`src/rtl/dma_pkg.sv`:
```
// Shared types and constants for the single-channel memory-to-memory DMA engine:
// control-register layout, register offsets, transfer sizes and FSM states.
package dma_pkg;

    typedef struct packed {
        logic [8:0]  rsv;
        logic        line_en;
        logic        inc_dst_a;
        logic        inc_src_a;
        logic [1:0]  dst_size;
        logic [1:0]  src_size;
        logic [15:0] cnt;
    } dma_cr_v;

    localparam logic [3:0] DMA_CR      = 4'h0;
    localparam logic [3:0] DMA_SRC_ADR = 4'h4;
    localparam logic [3:0] DMA_DST_ADR = 4'h8;
    localparam logic [3:0] DMA_SR      = 4'hC;

    localparam logic [1:0] SZ_B = 2'b00;
    localparam logic [1:0] SZ_H = 2'b01;
    localparam logic [1:0] SZ_W = 2'b10;

    typedef enum logic [1:0] {
        ST_IDLE = 2'd0,
        ST_RD   = 2'd1,
        ST_WR   = 2'd2
    } dma_state_e;

    // Address advance per item; size code 11 behaves as a word.
    function automatic logic [31:0] size_step(input logic [1:0] sz);
        case (sz)
            SZ_B:    size_step = 32'd1;
            SZ_H:    size_step = 32'd2;
            default: size_step = 32'd4;
        endcase
    endfunction

endpackage

```
`src/rtl/dma_core_if.sv`:
```
// Bundles the DMA's register-slave port and its bus-master port.
// Modport slave is the DMA's own view; modport master is the surrounding fabric's view.
interface dma_core_if;
    logic [31:0] addr;
    logic        we;
    logic [31:0] wd;
    logic [31:0] rd;
    logic [1:0]  size;

    logic        bus_req;
    logic        bus_lock;
    logic        bus_grant;
    logic [31:0] addr_m;
    logic        we_m;
    logic [31:0] wd_m;
    logic [1:0]  size_m;
    logic [31:0] rd_m;

    modport slave (
        input  addr, we, wd, size, bus_grant, rd_m,
        output rd, bus_req, bus_lock, addr_m, we_m, wd_m, size_m
    );

    modport master (
        output addr, we, wd, size, bus_grant, rd_m,
        input  rd, bus_req, bus_lock, addr_m, we_m, wd_m, size_m
    );
endinterface

```
`src/rtl/dma_lane_mux.sv`:
```
// Byte-lane steering: pulls a zero-extended item out of the read bus and
// replicates the held item across the write-bus lanes for the destination size.
module dma_lane_mux
    import dma_pkg::*;
(
    input  logic [31:0] rd_m_i,
    input  logic [1:0]  rd_addr_i,
    input  logic [1:0]  rd_size_i,
    input  logic [31:0] item_i,
    input  logic [1:0]  wr_size_i,
    output logic [31:0] item_o,
    output logic [31:0] wd_m_o
);
    logic [7:0]  lane [4];
    logic [15:0] half [2];

    for (genvar gi = 0; gi < 4; gi++) begin : g_lane
        assign lane[gi] = rd_m_i[8*gi +: 8];
    end

    for (genvar gi = 0; gi < 2; gi++) begin : g_half
        assign half[gi] = rd_m_i[16*gi +: 16];
    end

    always_comb begin
        case (rd_size_i)
            SZ_B:    item_o = {24'd0, lane[rd_addr_i]};
            SZ_H:    item_o = {16'd0, half[rd_addr_i[1]]};
            default: item_o = rd_m_i;
        endcase
    end

    // Replication lets the slave pick whichever lanes the address selects.
    always_comb begin
        case (wr_size_i)
            SZ_B:    wd_m_o = {4{item_i[7:0]}};
            SZ_H:    wd_m_o = {2{item_i[15:0]}};
            default: wd_m_o = item_i;
        endcase
    end
endmodule

```
`src/rtl/dma_core.sv`:
```
// Single-channel DMA: register block plus an IDLE/RD/WR engine that copies cnt+1
// items, holding the bus locked from the first read until the last write.
module dma_core
    import dma_pkg::*;
(
    input  logic       clk,
    input  logic       rstn,
    input  logic       dma_req,
    dma_core_if.slave  bus
);
    dma_state_e  state_q, state_d;
    dma_cr_v     cr_q;
    dma_cr_v     wcfg_q, wcfg_d;
    logic [31:0] src_q, dst_q;
    logic [31:0] wsrc_q, wsrc_d;
    logic [31:0] wdst_q, wdst_d;
    logic [31:0] item_q, item_d;
    logic [31:0] rd_item, wd_rep;
    logic [3:0]  reg_off;
    logic        busy;
    logic        unused_bits;

    logic        req_c, we_c;
    logic [31:0] addr_c, wd_c;
    logic [1:0]  size_c;

    assign reg_off     = {bus.addr[3:2], 2'b00};
    assign busy        = (state_q != ST_IDLE);
    assign unused_bits = ^{bus.addr[31:4], bus.addr[1:0], bus.size, bus.wd[31:23], wcfg_q.rsv};

    always_ff @(posedge clk or negedge rstn) begin
        if (!rstn) begin
            cr_q  <= '0;
            src_q <= '0;
            dst_q <= '0;
        end else if (bus.we) begin
            case (reg_off)
                DMA_CR:      cr_q  <= dma_cr_v'({9'd0, bus.wd[22:0]});
                DMA_SRC_ADR: src_q <= bus.wd;
                DMA_DST_ADR: dst_q <= bus.wd;
                default:     ;
            endcase
        end
    end

    always_comb begin
        case (reg_off)
            DMA_CR:      bus.rd = cr_q;
            DMA_SRC_ADR: bus.rd = src_q;
            DMA_DST_ADR: bus.rd = dst_q;
            default:     bus.rd = {31'd0, busy};
        endcase
    end

    dma_lane_mux u_lane_mux (
        .rd_m_i    (bus.rd_m),
        .rd_addr_i (wsrc_q[1:0]),
        .rd_size_i (wcfg_q.src_size),
        .item_i    (item_q),
        .wr_size_i (wcfg_q.dst_size),
        .item_o    (rd_item),
        .wd_m_o    (wd_rep)
    );

    always_ff @(posedge clk or negedge rstn) begin
        if (!rstn) begin
            state_q <= ST_IDLE;
            wcfg_q  <= '0;
            wsrc_q  <= '0;
            wdst_q  <= '0;
            item_q  <= '0;
        end else begin
            state_q <= state_d;
            wcfg_q  <= wcfg_d;
            wsrc_q  <= wsrc_d;
            wdst_q  <= wdst_d;
            item_q  <= item_d;
        end
    end

    // Working copies decouple the running transfer from later register writes.
    always_comb begin
        state_d = state_q;
        wcfg_d  = wcfg_q;
        wsrc_d  = wsrc_q;
        wdst_d  = wdst_q;
        item_d  = item_q;
        req_c   = 1'b0;
        we_c    = 1'b0;
        addr_c  = '0;
        wd_c    = '0;
        size_c  = '0;

        case (state_q)
            ST_IDLE: begin
                if (dma_req && cr_q.line_en) begin
                    wcfg_d  = cr_q;
                    wsrc_d  = src_q;
                    wdst_d  = dst_q;
                    state_d = ST_RD;
                end
            end
            ST_RD: begin
                req_c  = 1'b1;
                addr_c = wsrc_q;
                size_c = wcfg_q.src_size;
                if (bus.bus_grant) begin
                    item_d  = rd_item;
                    state_d = ST_WR;
                end
            end
            ST_WR: begin
                req_c  = 1'b1;
                we_c   = 1'b1;
                addr_c = wdst_q;
                size_c = wcfg_q.dst_size;
                wd_c   = wd_rep;
                if (bus.bus_grant) begin
                    if (wcfg_q.inc_src_a) wsrc_d = wsrc_q + size_step(wcfg_q.src_size);
                    if (wcfg_q.inc_dst_a) wdst_d = wdst_q + size_step(wcfg_q.dst_size);
                    if (wcfg_q.cnt == 16'd0) begin
                        state_d = ST_IDLE;
                    end else begin
                        wcfg_d.cnt = wcfg_q.cnt - 16'd1;
                        state_d    = ST_RD;
                    end
                end
            end
            default: state_d = ST_IDLE;
        endcase
    end

    assign bus.bus_req  = req_c;
    assign bus.bus_lock = req_c;
    assign bus.we_m     = we_c;
    assign bus.addr_m   = addr_c;
    assign bus.wd_m     = wd_c;
    assign bus.size_m   = size_c;
endmodule

```
`src/flat_wrapper.sv`:
```
// flat-port wrapper written by rule: the top's interface ports become plain ports
module dma_core_flat import dma_pkg::*;
  (clk, rstn, dma_req, bus_addr, bus_we, bus_wd, bus_size, bus_bus_grant, bus_rd_m, bus_rd, bus_bus_req, bus_bus_lock, bus_addr_m, bus_we_m, bus_wd_m, bus_size_m);
  dma_core_if bus_i ();
  input  logic clk;
  input  logic rstn;
  input  logic dma_req;
  input wire logic [$bits(bus_i.addr)-1:0] bus_addr;
  input wire logic [$bits(bus_i.we)-1:0] bus_we;
  input wire logic [$bits(bus_i.wd)-1:0] bus_wd;
  input wire logic [$bits(bus_i.size)-1:0] bus_size;
  input wire logic [$bits(bus_i.bus_grant)-1:0] bus_bus_grant;
  input wire logic [$bits(bus_i.rd_m)-1:0] bus_rd_m;
  output wire logic [$bits(bus_i.rd)-1:0] bus_rd;
  output wire logic [$bits(bus_i.bus_req)-1:0] bus_bus_req;
  output wire logic [$bits(bus_i.bus_lock)-1:0] bus_bus_lock;
  output wire logic [$bits(bus_i.addr_m)-1:0] bus_addr_m;
  output wire logic [$bits(bus_i.we_m)-1:0] bus_we_m;
  output wire logic [$bits(bus_i.wd_m)-1:0] bus_wd_m;
  output wire logic [$bits(bus_i.size_m)-1:0] bus_size_m;
  assign bus_i.addr = bus_addr;
  assign bus_i.we = bus_we;
  assign bus_i.wd = bus_wd;
  assign bus_i.size = bus_size;
  assign bus_i.bus_grant = bus_bus_grant;
  assign bus_i.rd_m = bus_rd_m;
  assign bus_rd = bus_i.rd;
  assign bus_bus_req = bus_i.bus_req;
  assign bus_bus_lock = bus_i.bus_lock;
  assign bus_addr_m = bus_i.addr_m;
  assign bus_we_m = bus_i.we_m;
  assign bus_wd_m = bus_i.wd_m;
  assign bus_size_m = bus_i.size_m;
  dma_core u_core (.clk(clk), .rstn(rstn), .dma_req(dma_req), .bus(bus_i));
endmodule
```
`config.mk`:
```
export PLATFORM = sky130hd
export DESIGN_NAME = dma_core_flat
export DESIGN_NICKNAME = d
export VERILOG_FILES = /design/src/rtl/dma_pkg.sv /design/src/rtl/dma_core_if.sv /design/src/rtl/dma_lane_mux.sv /design/src/rtl/dma_core.sv /design/src/flat_wrapper.sv
export SDC_FILE = /design/constraint.sdc
export NUM_CORES = 1
export LEC_CHECK = 0
export BUFFER_PORTS_ARGS = -buffer_cell sky130_fd_sc_hd__buf_2
export CAP_MARGIN = 10
export CORE_ASPECT_RATIO = 1.1
export CORE_MARGIN = 2
export CORE_UTILIZATION = 40
export CTS_BUF_LIST = sky130_fd_sc_hd__clkbuf_2 sky130_fd_sc_hd__clkbuf_4 sky130_fd_sc_hd__clkbuf_8
export CTS_CLUSTER_SIZE = 30
export DETAILED_ROUTE_END_ITERATION = 16
export PLACE_DENSITY = 0.62
export SLEW_MARGIN = 15
export SYNTH_ARGS = -nofsm -noshare
export SYNTH_HDL_FRONTEND = slang
export SYNTH_SLANG_ARGS = --single-unit
```
`constraint.sdc`:
```
create_clock -name clk -period 5.15 [get_ports clk]
set_input_delay 0.2575 -clock clk [delete_from_list [all_inputs] [get_ports clk]]
set_output_delay 0.2575 -clock clk [all_outputs]
set_load 0.01 [all_outputs]
```
# ---- Yosys cells after proc, flatten, opt, wreduce, memory -nomap -nowiden
# Index checks and enable logic that the tools add are counted.
dict set report word_totals {
  rom_bits 0
  mem_count 0
  output_inout_bits 101
  latch_bits 0
  register_bits 207
  mem_bits_rw 0
  inputBits 103
  word_cells 93
}
dict set report classes {
  eq_ne 12
  n_bitwise 2
  n_addsub 3
  reduce_logical 18
  n_shift 0
  mux 39
  order_cmp 2
  mul 0
  div 0
}
# cell n
set ops {}
lappend ops {{2-to-1 mux 32 bit} 13}
lappend ops {{case mux 32 bit (2 select lines)} 5}
lappend ops {{2-to-1 mux 16 bit} 6}
lappend ops {{case mux 32 bit (3 select lines)} 1}
lappend ops {{adder 32 bit} 2}
lappend ops {{case mux 16 bit (2 select lines)} 1}
lappend ops {{binary-select mux 8 bit (select 2 bit)} 1}
lappend ops {{logical NOT 16 bit} 1}
lappend ops {{2-to-1 mux 8 bit} 2}
lappend ops {{subtractor 16 x 1 -> 16 bit, second input constant} 1}
lappend ops {{case mux 3 bit (2 select lines)} 2}
lappend ops {{AND reduction 4 bit} 3}
lappend ops {{AND reduction 2 bit} 5}
lappend ops {{equality test 2 x 1 -> 1 bit, second input constant} 4}
lappend ops {{logical NOT 2 bit} 3}
lappend ops {{2-to-1 mux 2 bit} 3}
lappend ops {{inequality test 2 x 1 -> 1 bit, second input constant} 3}
lappend ops {{inequality test 2 bit, second input constant} 3}
lappend ops {{case mux 2 bit (3 select lines)} 1}
lappend ops {{equality test 2 bit, second input constant} 2}
lappend ops {{logical NOT 4 bit} 1}
lappend ops {{case mux 2 bit (2 select lines)} 1}
lappend ops {{nonzero test 2 bit} 2}
lappend ops {{>= comparator 3 bit, second input constant} 1}
lappend ops {{7 further kinds} 9}

# ---- Longest topological paths before layout
# Gate-level depths: netlist of the first run.
dict set report depth {
  depth_word 9
  mapped_depth 12
}

# ---- By module
# From an unflattened synthesis of the first run, not the netlist that was laid out.
dict set report unflattened {
  hier_cells 1284
  area_unflattened_um2 12584.6
}
# mod cells_per_inst seq_area_each_um2 area_per_inst_um2 instances
set by_module_without_submodules {}
lappend by_module_without_submodules {dma_core 1155 5180.0 11636.2 1}
lappend by_module_without_submodules {dma_lane_mux 129 0.0 948.4 1}

# ---- Worst setup path after synthesis of the first run
# No wires, ideal clock.
dict set report synth_path {
  path_kind {reg-to-reg}
  from {register u_core.wcfg_q[18] in the netlist's numbering}
  to {register u_core.wdst_q[16]}
  path_buffers 1
  setup_slack_ns 2.235
  t_required_ns 5.013
  t_arrival_ns 2.778
  stages_incl_launch_ff 11
  path_cell_list {dfrtp_1 -> clkbuf_1 -> nor2_1 -> ha_1 -> inv_1 -> fa_1 -> nand2b_1 -> a211oi_1 -> nand2_1 -> o21bai_1 -> a21oi_1}
}
dict set report synth_via {
  elab_chain_cells 9
}
# item line_no
set synth_lines {}
lappend synth_lines {{start: declaration} dma_core.sv:13} ;# dma_cr_v wcfg_q, wcfg_d;
lappend synth_lines {{start signal: assignment} dma_core.sv:74} ;# wcfg_q <= wcfg_d;
lappend synth_lines {{equality test 2 x 1 -> 1 bit / logical NOT 2 bit (equally long branches)} dma_pkg.sv:32} ;# case (sz)
lappend synth_lines {{case mux 3 bit (2 select lines) (*)} dma_pkg.sv:32}
lappend synth_lines {{2-to-1 mux 32 bit (*)} dma_core.sv:120} ;# if (wcfg_q.inc_dst_a) wdst_d = wdst_q + size_step(wcfg_q.dst_size);
lappend synth_lines {{2-to-1 mux 32 bit (*)} dma_core.sv:118} ;# if (bus.bus_grant) begin
lappend synth_lines {{2-to-1 mux 32 bit (*)} dma_core.sv:94} ;# case (state_q)
lappend synth_lines {{adder 32 bit (*)} dma_core.sv:120}
lappend synth_lines {{2-to-1 mux 32 bit (*)} dma_core.sv:120}
lappend synth_lines {{2-to-1 mux 32 bit (*)} dma_core.sv:118}
lappend synth_lines {{case mux 32 bit (2 select lines) (*)} dma_core.sv:94}
lappend synth_lines {{end signal: assignment} dma_core.sv:76} ;# wdst_q <= wdst_d;
lappend synth_lines {{end: declaration} dma_core.sv:16} ;# logic [31:0] wdst_q, wdst_d;
# Mark *: on every way between the ends. The rest lies on a longest branch, timed or not. The select of a mux whose other input is x is not followed.
# A chain may end at the register's enable or synchronous reset.

# ---- Final worst setup path of the first run
dict set report layout_path {
  from {register u_core.state_q[0]}
  to {output bus_addr_m[5]}
}
dict set report layout_via {
  elab_chain_cells 2
}
# item line_no
set layout_lines {}
lappend layout_lines {{start: declaration} dma_core.sv:11} ;# dma_state_e state_q, state_d;
lappend layout_lines {{start signal: assignment} dma_core.sv:73} ;# state_q <= state_d;
lappend layout_lines {{equality test 2 bit / equality test 2 x 1 -> 1 bit (equally long branches)} dma_core.sv:94}
lappend layout_lines {{case mux 32 bit (2 select lines) (*)} dma_core.sv:94}
lappend layout_lines {{end: declaration} flat_wrapper.sv:17} ;# output wire logic [$bits(bus_i.addr_m)-1:0] bus_addr_m;
# Mark *: on every way between the ends. The rest lies on a longest branch, timed or not.

==> reports/metrics.yaml, run 1 <==
run_status:
  status: "complete, no violations"
floorplanning:
  fp.dieH_um: 187
  rows: 67
  boundaryPins: 204
  start_util_pct: 40.3
  core_mm2: 0.0303
  die-width_um: 170
  dieArea_mm2: 0.0319
clock_tree:
  cts_tree: "done"
  worstSkewPairLatency_ns: 0.55
  cts_resized: 0
  ctsHtreeMaxLevel: 2
  clk_pin_slew_ns: 0.06
  clockBufferDepth: 3
  cts.sink_count: 207
  cts_buffers: 38
  root_buffer: "clkbuf_8"
global_route:
  busiest_layer: "met2"
  use_met3_pct: 3.62
  antenna_found_initial: 1
  grt_overflow: 0
  grt.total_usage_pct: 23.6
  grt_max_degree: 153
  grt_use_met2_pct: 38.1
  grt_pass1_vias: 10500
  grt_first_pass_wirelength_um: 59400
  grt_use_met1_pct: 33.0
final_layout:
  drive_above_1_share_pct: 24.8
  syn2layout_area_growth_pct: 20.3
  instances_no_fill: 1946
  n_fill_cell: 2903
  diodes: 0
  nets: 1619
timing:
  drv_slew: 0
  setup_tns_ns: 0
  rsz0062_at_grt: "no"
  slew_headroom_pct: 25.9
  fin_ws_ns: 1.72
  max_freq_mhz: 291
  tightest_slew_ns: 1.11
  setup_viol: 0
  period_minus_slack_ns: 3.43
  hold_violations: 0
  skew_ns: 0.0216
  fin_crit_sh_pct: 66.6
synth:
  synth.distinct_cells: 70
  netlist_area_mm2: 0.0122
  ys_warn_count: 0
  synth_top_area_cell: "dfrtp_1"
  synth_commonest_cells: "dfrtp_1 (207), nand2_1 (169), mux2_2 (98)"
  synthFlopType: "dfrtp_1"
  synth-seq-area-share_pct: 42.5
  syn_area_per_cell_um2: 9.13
  synth.area.top_cells: "dfrtp_1 (43%), mux2_2 (9.1%), mux2i_1 (6.5%)"
  synth.ff_latch_count: 207
  syn_nets: 1450
  netlist_instances: 1335
  yosysMostFrequentCell: "dfrtp_1"
  netlist.area_leader.share_pct: 42.5
  synth_edf_count: 0
  async_reset_ff_share_pct: 100
setup_path:
  cp.depth: 6
  worst-endpoint-required_ns: 4.89
  cp-endpoint: "bus_addr_m[5]"
  rrSetupSlack_ns: 1.73
  rr_worst_depth: 8
  critPathLaunchType: "flop"
  cp_max_fo: 67
  path_cells: "inv_1 -> ha_4 -> buf_4 -> a22oi_1 -> nor2b_1 -> buf_2"
  cp_num_buf_inv: 3
  crit_family: "buffers and inverters"
  r2r-end: "u_core.wdst_q[25]$_DFFE_PN0P_"
  path_class: "flop to output port"
  r2r-start: "u_core.state_q[0]$_DFFE_PN0P_"
  slowest_delay_ns: 0.72
  end_kind: "output port"
  slowest_stage: "buf_4"
  startpoint: "u_core.state_q[0]$_DFFE_PN0P_"
  arrival_ns: 3.17
placed_design:
  io_buffers: 171
  dp_hpwl_um: 25900
  dp_cells: 1830
  gp_congestion: 0.879
  dp_slack_ns: 1.78
route:
  dr_total_vias: 11100
  drt-pass1-iter-count: 5
  first_iter_violations: 971
  routedWlPerCell_um: 19.7
  viasPerCell: 5.68
  ant_nets: 0
  drc: 0
  routed_wl_um: 38300
power:
  ir_drop_mv: 0.315
  leakage_uw: 0.00652
  power_density_mw_per_mm2: 571
  power_uw: 8370
worst_hold_path:
  whs_path_depth: 3
  hp-class: "primary input to flop"
job:
  max-cap-violations: 0
[worst min-delay path: stages]
cell	delay (ns)
buf_2	0.09
a2bb2oi_1	0.05
o21ai_0	0.13
[worst min path at each step]
stage	endpoint	start
after floorplan	u_core.cr_q[0]$_DFFE_PN0P_	rstn
after global placement	u_core.item_q[22]$_DFFE_PN0P_	rstn
after detailed placement	u_core.item_q[22]$_DFFE_PN0P_	rstn
after CTS	u_core.src_q[20]$_DFFE_PN0P_	bus_wd[20]
after global routing	u_core.item_q[26]$_DFFE_PN0P_	bus_rd_m[26]
final	u_core.item_q[3]$_DFFE_PN0P_	bus_rd_m[3]
[per-stage QoR]
step / hold WS [ns] / utilization (%) / area [um2]
2_1_floorplan: -0.0381 / - / 12200
3_3_place_gp: 0.263 / 44.1 / 13300
3_5_place_dp: 0.269 / 44.1 / 13300
4_1_cts: 0.00478 / 48.4 / 14600
5_1_grt: 0.0508 / 48.4 / 14700
6_report: 0.0269 / 48.4 / 14700
[layer usage]
| metal | routed length [um] | vias up | part of all wire [%] |
|---|---|---|---|
| met5 | 0 | - | 0 |
| met4 | 769 | 0 | 2.0 |
| met3 | 2260 | 56 | 5.9 |
| met2 | 18000 | 372 | 47 |
| met1 | 17200 | 5399 | 45 |
| li1 | - | 5231 | - |
[sequential cells by signal, indices dropped and copies added (netlist names)]
signal / flops
u_core.dst_q: 32
u_core.item_q: 32
u_core.src_q: 32
u_core.wdst_q: 32
u_core.wsrc_q: 32
u_core.cr_q: 23
u_core.wcfg_q: 22
u_core.state_q: 2
[area by class of cell]
| class | count | area [um2] | area share [%] |
|---|---|---|---|
| clock inverter | 4 | 28.8 | 0.196 |
| timing repair buffer | 240 | 1520 | 10.3 |
| multi-input combinational | 993 | 6530 | 44.6 |
| clock buffer | 64 | 793 | 5.41 |
| tap | 414 | 518 | 3.53 |
| sequential | 207 | 5180 | 35.3 |
| inverter | 24 | 90.1 | 0.615 |
[where the power goes]
part	switching, uW	leakage (uW)	internal [uW]
logic	2130	0.00356	1500
registers	835	0.00253	2220
clock network	717	0.000438	971
[cells by family (layout without fill, tap and decap cells)]
| group | Yosys count | count (layout) | share of synthesized area (%) |
|---|---|---|---|
| compound gates | 358 | 358 | 18.1 |
| xor+xnor | 2 | 2 | 0.144 |
| fa+ha+maj | 12 | 12 | 1.29 |
| buf+inv | 135 | 332 | 4.30 |
| flops | 207 | 207 | 42.5 |
| mux | 178 | 178 | 15.7 |
| simple gates | 443 | 443 | 17.9 |
[repair_timing]
action,CTS,global route
hold buffers,47,1
hold endpoints to repair,151,1
buffers inserted,0,0
[layout by cell type, fill, tap and decap left out, drive strengths merged, types with 3 or more instances in the layout]
master       count
a211oi           4
o221ai           3
a31oi           14
o211ai           4
o21ai           96
a2bb2oi          5
nor4             7
and3            22
clkbuf          65
a22o            12
and2            15
a22oi           44
mux2            98
ha              11
inv             24
nand2          169
o22ai           65
buf            191
nand3           32
clkinv           3
nor3b            6
a41oi            4
a21boi           3
nor2b           39
nand2b          11
mux2i           79
nand4           34
dfrtp          207
dlygate4sd3     48
nor2            67
a21oi           81
nor3            28
a41o             3
and4             5
No activity file was read; power rests on OpenSTA's default activity.
==> run 2: changes to the inputs <==
- clock period: 5.15 -> 3.3 ns (I/O delays scaled with it)
==> run 2 against run 1 <==
  * Final cell count up 1.4%
  * Design area up 1.9%
  * Sequential share of layout area down 0.65 points
  * Utilization up 0.91 points
  * Sequential cell count unchanged
  * Clock power up 56%
  * Sequential power up 53%
  * Power up 58%
  * Register-to-register slack worse by 1.2 ns
  * Die area unchanged
  * Critical endpoint is now bus_addr_m[19]
  * Highest routed layer unchanged
==> reports/metrics.yaml, run 2 (synthesis results as in run 1) <==
floorplanning:
  dieArea_mm2: 0.0319  # unchanged
  core_mm2: 0.0303  # unchanged
  rows: 67  # unchanged
  boundaryPins: 204  # unchanged
  start_util_pct: 40.3  # unchanged
  die-width_um: 170  # unchanged
  fp.dieH_um: 187  # unchanged
timing:
  fin_crit_sh_pct: 89.3
  tightest_slew_ns: 0.964  # -0.147 ns
  drv_slew: 0  # unchanged
  max_freq_mhz: 339
  setup_viol: 0  # unchanged
  period_minus_slack_ns: 2.95
  skew_ns: 0.0193  # -0.00227 ns
  rsz0062_at_grt: "no"
  slew_headroom_pct: 35.7  # +9.8 points
  setup_tns_ns: 0  # unchanged
  hold_violations: 0  # unchanged
final_layout:
  final_cell_mix: "dfrtp_1 (207), buf_2 (170), nand2_1 (168), mux2_2 (98), o21ai_0 (94)"
  diodes: 0  # unchanged
  final_common_cell: "dfrtp_1"
  final_area_mm2: 0.0149  # +1.9%
  drive_above_1_share_pct: 25.1  # +0.26 points
  nets: 1647  # +1.7%
  instances_no_fill: 1974  # +1.4%
  syn2layout_area_growth_pct: 22.5
  n_fill_cell: 2803  # -3.4%
route:
  drt-pass1-iter-count: 5  # unchanged
  viasPerCell: 5.70  # +0.25%
  routed_wl_um: 38700  # +1.1%
  ant_nets: 0  # unchanged
  first_iter_violations: 1076  # +11%
  dr_total_vias: 11200  # +1.7%
  routedWlPerCell_um: 19.6  # -0.30%
  drc: 0  # unchanged
setup_path:
  end_kind: "output port"
  slowest_delay_ns: 0.51  # -0.21 ns
  path_cells: "inv_1 -> ha_4 -> buf_4 -> a22oi_1 -> nor2b_1 -> buf_2"
  cp_max_fo: 41  # -39%
  path_class: "flop to output port"
  slowest_stage: "buf_4"
  critPathLaunchType: "flop"
  worst-endpoint-required_ns: 3.13  # -1.76 ns
  arrival_ns: 2.78  # -0.39 ns
clock_tree:
  worstSkewPairLatency_ns: 0.55  # about the same
  ctsHtreeMaxLevel: 2  # unchanged
  cts.sink_count: 207  # unchanged
  clk_pin_slew_ns: 0.06  # about the same
  root_buffer: "clkbuf_8"
  cts_tree: "done"
  cts_buffers: 38  # unchanged
  cts_resized: 0  # unchanged
  clockBufferDepth: 3  # unchanged
run_status:
  status: "complete, no violations"
global_route:
  grt_max_degree: 81  # -47%
  grt_overflow: 0  # unchanged
  grt_pass1_vias: 10700  # +1.2%
  grt_first_pass_wirelength_um: 60000  # +1.0%
  grt.total_usage_pct: 23.9  # +0.36 points
  antenna_found_initial: 0  # -1
placed_design:
  dp_hpwl_um: 25900  # about the same
  dp_cells: 1841  # +0.60%
  io_buffers: 171  # unchanged
  postPlaceCellArea_mm2: 0.0135  # +0.90%
  gp_congestion: 0.866  # -1.5%
power:
  switching_power_uw: 5750  # +56%
  pwr-share-comb_pct: 44.4  # +1.1 points
  ir_drop_mv: 0.438  # +39%
  seq_power_share_pct: 35.5  # -1.0 points
  power_density_mw_per_mm2: 883  # +55%
  internal_power_uw: 7440  # +59%
  p_clk_share_pct: 20.0  # -0.2 points
  power_uw: 13200  # +58%
  swShare_pct: 43.6  # -0.36 points
  leakage_uw: 0.00666  # +2.1%
worst_hold_path:
  hp-class: "primary input to flop"
job:
  max-cap-violations: 0  # unchanged
[run 2: what timing repair did]
action | 4_1_cts | 5_1_grt
hold endpoints to repair | 196 | 0
hold buffers | 65 | 0
buffers inserted | 0 | 0
[run 2: power groups by stage]
| stage | sequential [uW] | clock, uW | combinational (uW) |
|---|---|---|---|
| after floorplan | 4150 | 0 | 4340 |
| after global placement | 4650 | 0 | 5670 |
| after detailed placement | 4670 | 0 | 5770 |
| after CTS | 4640 | 2690 | 5850 |
| after global routing | 4820 | 2810 | 6480 |
| final | 4690 | 2640 | 5860 |
[run 2: worst paths after layout]
path	from	to	slack, ns	cells after the start
max in group asynchronous	rstn	u_core.item_q[9]$_DFFE_PN0P_	2.04	3
setup reg to reg	u_core.wcfg_q[18]$_DFFE_PN0P_	u_core.wdst_q[28]$_DFFE_PN0P_	0.54	11
hold / removal	bus_bus_grant	u_core.state_q[0]$_DFFE_PN0P_	0.15	5
setup / recovery	u_core.state_q[0]$_DFFE_PN0P_	bus_addr_m[19]	0.35	6
hold reg to reg	u_core.item_q[24]$_DFFE_PN0P_	u_core.item_q[24]$_DFFE_PN0P_	0.48	2
min in group asynchronous	rstn	u_core.item_q[28]$_DFFE_PN0P_	0.20	2
[run 2: worst max-delay path: cells and delay by family (launching register included)]
family / cells / cell delay [ns]
buffers and inverters: 3 / 0.85
AO/OA/AOI/OAI: 1 / 0.16
adder cells (fa/ha/maj): 1 / 0.43
flip-flops: 1 / 0.42
AND/OR/NAND/NOR: 1 / 0.35
[run 2: stage by stage]
stage	worst slack, ns	utilization (%)	hold WS, ns
after floorplan	0.385	-	-0.131
after global placement	0.577	44.5	0.260
after detailed placement	0.556	44.5	0.264
after CTS	0.386	49.3	0.112
after global routing	0.228	49.3	0.151
final	0.353	49.3	0.155
[run 2: layout make-up]
class | count | area (um2) | area share, %
multi-input combinational | 993 | 6520 | 43.7
timing repair buffer | 268 | 1810 | 12.1
inverter | 24 | 90.1 | 0.603
clock buffer | 59 | 737 | 4.94
sequential | 207 | 5180 | 34.7
tap | 414 | 518 | 3.47
clock inverter | 9 | 77.6 | 0.520
[run 2: layer usage]
layer	track usage (%)	vias to the layer above	wire length, um
li1	-	5269	-
met1	34.1	5445	17200
met2	37.5	453	17800
met3	2.94	78	2450
met4	8.42	0	1240
met5	0	-	0
